`config.mk`:
```
export PLATFORM = sky130hd
export DESIGN_NAME = aq_gemac_gmii_tx_framer
export DESIGN_NICKNAME = d
export VERILOG_FILES = /design/src/rtl/aq_gemac_pkg.sv /design/src/rtl/aq_gemac_crc32_d8.sv /design/src/rtl/aq_gemac_gmii_tx_framer.sv
export SDC_FILE = /design/constraint.sdc
export NUM_CORES = 1
export LEC_CHECK = 0
export CORE_MARGIN = 2
export CORE_UTILIZATION = 49
export CTS_CLUSTER_SIZE = 8
export DETAILED_ROUTE_END_ITERATION = 8
export GPL_TIMING_DRIVEN = 1
export PLACE_DENSITY = 0.75
export SYNTH_ARGS = -nofsm -noshare
export SYNTH_HDL_FRONTEND = slang
export SYNTH_SLANG_ARGS = --single-unit
```
`constraint.sdc`:
```
create_clock -name tx_clk -period 2.8 [get_ports tx_clk]
set_input_delay 0.56 -clock tx_clk [delete_from_list [all_inputs] [get_ports tx_clk]]
set_output_delay 0.56 -clock tx_clk [all_outputs]
set_load 0.1 [all_outputs]
```
`src/rtl/aq_gemac_pkg.sv`:
```
// aq_gemac_pkg: shared GEMAC byte/CRC constants and TX framer state encoding
package aq_gemac_pkg;
  localparam logic [7:0]  PREAMBLE_BYTE   = 8'h55;
  localparam logic [7:0]  SFD_BYTE        = 8'hD5;
  localparam logic [31:0] CRC32_POLY_REFL = 32'hEDB88320;
  localparam logic [31:0] CRC32_INIT      = 32'hFFFFFFFF;
  localparam logic [31:0] CRC32_RESIDUE   = 32'hDEBB20E3;
  localparam logic [2:0]  ST_IDLE  = 3'd0;
  localparam logic [2:0]  ST_PRE   = 3'd1;
  localparam logic [2:0]  ST_DATA  = 3'd2;
  localparam logic [2:0]  ST_DRAIN = 3'd3;
  localparam logic [2:0]  ST_PAD   = 3'd4;
  localparam logic [2:0]  ST_FCS   = 3'd5;
  localparam logic [2:0]  ST_IFG   = 3'd6;
endpackage

```
`src/rtl/aq_gemac_crc32_d8.sv`:
```
// aq_gemac_crc32_d8: next reflected CRC-32 state after one byte, LSB first
module aq_gemac_crc32_d8
  import aq_gemac_pkg::*;
(
  input  logic [31:0] i_crc,
  input  logic [7:0]  i_data,
  output logic [31:0] o_crc
);
  always_comb begin
    o_crc = i_crc;
    for (int i = 0; i < 8; i++)
      o_crc = (o_crc[0] ^ i_data[i]) ? (o_crc >> 1) ^ CRC32_POLY_REFL : o_crc >> 1;
  end
endmodule

```
`src/rtl/aq_gemac_gmii_tx_framer.sv`:
```
// aq_gemac_gmii_tx_framer: wraps a content byte stream in preamble/SFD, pad, FCS and IFG on GMII TX
module aq_gemac_gmii_tx_framer
  import aq_gemac_pkg::*;
#(
  parameter bit PAD_EN  = 1'b1,
  parameter int MIN_LEN = 60,
  parameter int IFG_LEN = 12
) (
  input  logic       tx_clk,
  input  logic       rst,
  input  logic [7:0] s_data,
  input  logic       s_valid,
  input  logic       s_last,
  output logic       s_ready,
  output logic [7:0] gmii_txd,
  output logic       gmii_txe,
  output logic       gmii_txer,
  output logic       busy,
  output logic       frame_done,
  output logic       underrun
);
  logic [2:0]  r_state;
  logic [10:0] r_cnt, r_ph, w_cnt_inc;
  logic [31:0] r_crc, w_crc_nxt;
  logic [7:0]  w_crc_din;
  logic        w_pad_more;
  assign s_ready    = (r_state == ST_DATA) || (r_state == ST_DRAIN);
  assign busy       = r_state != ST_IDLE;
  assign w_cnt_inc  = &r_cnt ? r_cnt : r_cnt + 11'd1;
  assign w_pad_more = PAD_EN && (w_cnt_inc < 11'(MIN_LEN));
  assign w_crc_din  = (r_state == ST_DATA) ? s_data : 8'h00;
  aq_gemac_crc32_d8 u_crc (.i_crc(r_crc), .i_data(w_crc_din), .o_crc(w_crc_nxt));
  always_ff @(posedge tx_clk) begin
    if (rst) begin
      r_state    <= ST_IDLE;
      r_cnt      <= '0;
      r_ph       <= '0;
      r_crc      <= '0;
      gmii_txd   <= 8'h00;
      gmii_txe   <= 1'b0;
      gmii_txer  <= 1'b0;
      frame_done <= 1'b0;
      underrun   <= 1'b0;
    end else begin
      gmii_txd   <= 8'h00;
      gmii_txe   <= 1'b0;
      gmii_txer  <= 1'b0;
      frame_done <= 1'b0;
      underrun   <= 1'b0;
      case (r_state)
        ST_IDLE: begin
          r_cnt <= '0;
          r_ph  <= '0;
          if (s_valid) r_state <= ST_PRE;
        end
        ST_PRE: begin
          gmii_txe <= 1'b1;
          gmii_txd <= (r_ph == 11'd7) ? SFD_BYTE : PREAMBLE_BYTE;
          r_crc    <= CRC32_INIT;
          r_ph     <= (r_ph == 11'd7) ? 11'd0 : r_ph + 11'd1;
          if (r_ph == 11'd7) r_state <= ST_DATA;
        end
        ST_DATA: begin
          gmii_txe <= 1'b1;
          if (s_valid) begin
            gmii_txd <= s_data;
            r_crc    <= w_crc_nxt;
            r_cnt    <= w_cnt_inc;
            if (s_last) r_state <= w_pad_more ? ST_PAD : ST_FCS;
          end else begin
            // starved mid-frame: poison the frame on the wire and swallow the rest of it
            gmii_txer <= 1'b1;
            underrun  <= 1'b1;
            r_state   <= ST_DRAIN;
          end
        end
        ST_DRAIN: if (s_valid && s_last) r_state <= ST_IFG;
        ST_PAD: begin
          gmii_txe <= 1'b1;
          r_crc    <= w_crc_nxt;
          r_cnt    <= w_cnt_inc;
          if (!w_pad_more) r_state <= ST_FCS;
        end
        ST_FCS: begin
          gmii_txe   <= 1'b1;
          gmii_txd   <= ~r_crc[{r_ph[1:0], 3'b000} +: 8];
          frame_done <= r_ph == 11'd3;
          r_ph       <= (r_ph == 11'd3) ? 11'd0 : r_ph + 11'd1;
          if (r_ph == 11'd3) r_state <= ST_IFG;
        end
        ST_IFG: begin
          r_ph <= r_ph + 11'd1;
          if (r_ph == 11'(IFG_LEN - 1)) r_state <= ST_IDLE;
        end
        default: r_state <= ST_IDLE;
      endcase
    end
  end
endmodule

```
==> results.md <==
- Slowest CP cell: or3b_1
- Max Cap Viol: 0
- Pre-CTS setup slack: 0.05040 ns
- Lkg Pwr: 1.660 nW
- Clk_skew: 0.009961 ns
- Post-Syn Nets: 488
- Via-to-Cell Ratio: 5.710
- Antenna Violating Nets Remaining: 0
- I/O Buffers: 25
- Comb pwr share: 64.3%
- Switching Fraction: 44.29%
- Period utilization: 90.66%
- Site row count: 33
- Layout cells sized above 1: 14.23%
- Cell Area, Placed: 4462 µm²
- FFs w/ async S/R, synth: 0%
- Grt total ovfl: 0
- Max Root-Sink Buffers: 2
- Cells after DPL: 595
- Final setup TNS: 0 ns
- Syn Std Cell Area: 4055 µm²
- Fin nets: 515
- Seq pwr share: 24.1%
- Wire per inst: 16.32 µm
- DPL Wire Length: 7.123 mm
- Final Max Slew Viols: 0
- CTS tree: done
- Relative slew slack: 56.04%
- Fin area: 4632 µm²
- Wirelength, routed: 9.969 mm
- GP Congestion: 0.9861
- Flops & latches, synth: 68
- Top cell type's share of synthesized area: 33.57%
- Root buf cell: clkbuf_8
- Max frequency: 0.3939 GHz
- Crit path max-delay family: XOR/XNOR gates
- Die width: 94.97 µm
- Slew @ Worst Pin: 0.6550 ns
- # H-tree levels: 3
- Avg Inst Size Synth: 8.555 µm²
- Post-synthesis cell count: 474
- Finished Layout Cells: 611
- Clk pin slew, worst setup/hold paths: 0.08 ns
- Die area: 9019 µm²
- CP bufs+invs: 0
- Vias in the first global route: 3285
- Total power per unit cell area: 1349 nW/µm²
- First-pass GRT wire length: 16.55 mm
- WHS: 0.4942 ns
- Fillers: 712
- Worst-path fanout max: 10
- Vias: 3489
- Unique masters post-synth: 51
- Initial antenna violation count: 0
- Multi-input logic area: 2550 µm²
- Power Total: 6.247 mW
- Starting Density: 49.85%
- Critical path required time: 3.08 ns
- Inserted Diodes: 0
- CTS Hold Bufs: 0
- Status: finished, final reports clean
- Worst Setup Path Type: flip-flop to flip-flop
- Pin count of the biggest net entering global routing: 48
- Worst Setup Start Kind: flip-flop
- Post-synth EDFFs: 0
- Switching Power: 2.767 mW
- DR DRC count: 0
- PostCTS Resize Cnt: 0
- Crit-path cells: or3b_1 -> nor2_1 -> xnor2_1 -> xor2_1 -> xor3_1 -> a211oi_2
- Largest area contributor in the netlist: dfxtp_1
- Hold Path Class: flip-flop to flip-flop
- Area contributors post-synth: dfxtp_1 (34%), xnor2_1 (13%), xor2_1 (7.8%)
- RSZ-0062 raised after global routing: false
- Critical path's largest stage delay: 0.63 ns
- Sequential share of the synthesized area: 33.57%
- Num CTS Buffers: 9
- Critical path arrival: 2.82 ns
- Register area: 1361 µm²
- Postcts setup bufs: 0
- Initial DRC count: 275
- Primary FF master, synth: dfxtp_1
- Core area: 8134 µm²
- Internal Dissipation: 3.480 mW
- Area grow syn2layout: 14.22%
- Synth warn: 0
- Peak supply drop: 1214 µV
- Worst-skew pair later-pin latency: 0.36 ns
- Final setup fails: 0
- I/O pin cnt: 26
- Clock Power Share: 11.5%
- DRT Pass-1 Iters: 5
- TritonCTS Sinks: 68
- Min cycle time layout: 2.538 ns
- Hold Vio Cnt, Final: 0
- Gr usage total: 23.77%
- Die height: 94.97 µm
- CP endpoint kind: flip-flop
- Post-route setup slack: 0.2616 ns
- Final core utilization: 56.95%
==> final timing paths <==
check                                start         to  slack [ns]  depth (start not counted)
worst max register to register  r_state[1]  r_crc[23]        0.26                          6
worst min-delay path             r_cnt[10]  r_cnt[10]        0.49                          2
worst min register to register   r_cnt[10]  r_cnt[10]        0.49                          2
worst max-delay path            r_state[1]  r_crc[23]        0.26                          6
==> area by class of cell <==
class                           instances  area share (%)
Timing Repair Buffer                   48           8.644
Multi-Input combinational cell        369           55.05
Clock inverter                          4          0.5402
Inverter                                5          0.4052
Tap cell                              105           2.836
Clock buffer                           12           3.133
Sequential cell                        68           29.39
==> cells in the mapped netlist (all sizes together), types with 6 or more instances <==
cell,count
xnor2,61
mux4,8
clkbuf,24
buf,8
a21oi,30
nor2,81
a211oi,22
o21ai,16
nor3,6
nand2,37
o22ai,9
nand3,7
dfxtp,68
xor2,36
==> registers in the layout (all words and copies together) (netlist names) <==
signal	cells
r_crc	32
frame_done	1
underrun	1
gmii_txe	1
r_state	3
gmii_txd	8
r_ph	11
r_cnt	11
==> power groups by stage <==
stage          registers (mW)  clock network (mW)  logic, mW
2_1_floorplan            1.53                   0       3.03
3_3_place_gp             1.52                   0       3.90
3_5_place_dp             1.53                   0       4.00
4_1_cts                  1.50               0.737       4.03
5_1_grt                  1.54               0.775       4.41
6_report                 1.51               0.721       4.02
==> layout by cell type (no fill, tap or decap), drive strengths merged, types with 5 or more instances in the layout <==
cell            n
clkdlybuf4s50  11
a211oi         22
inv             5
xnor2          61
nor2           81
o21ai          16
a311oi          5
nand2          37
o22ai           9
mux4            8
clkbuf         12
buf            37
dfxtp          68
nor3            6
a21oi          30
nand3           7
xor2           36
==> tightest hold or removal path: cells and delay by family (launching register included) <==
family,cells,cell delay (ns)
flops,1,0.34
simple gates,1,0.06
compound gates,1,0.05
==> per-layer routing <==
metal | wire, µm | GRT usage (%) | share of wire (%)
met1 | 4375 | 31.50 | 44
met3 | 540 | 5.347 | 5.4
met4 | 248 | 8.454 | 2.5
met5 | 0 | 0 | 0
met2 | 4805 | 38.06 | 48
==> logic make-up (layout without fill, tap and decap cells) <==
kind of cell | after synthesis | after routing | share of synthesized area (%)
multiplexers | 10 | 10 | 4.937
XOR/XNOR | 101 | 101 | 23.63
buffers and inverters | 37 | 69 | 3.950
flip-flops | 68 | 68 | 33.57
adder cells (fa/ha/maj) | 2 | 2 | 0.6170
AND/OR/NAND/NOR | 163 | 163 | 18.51
AO/OA/AOI/OAI | 93 | 93 | 14.78
(Power assumes the default switching activity.)
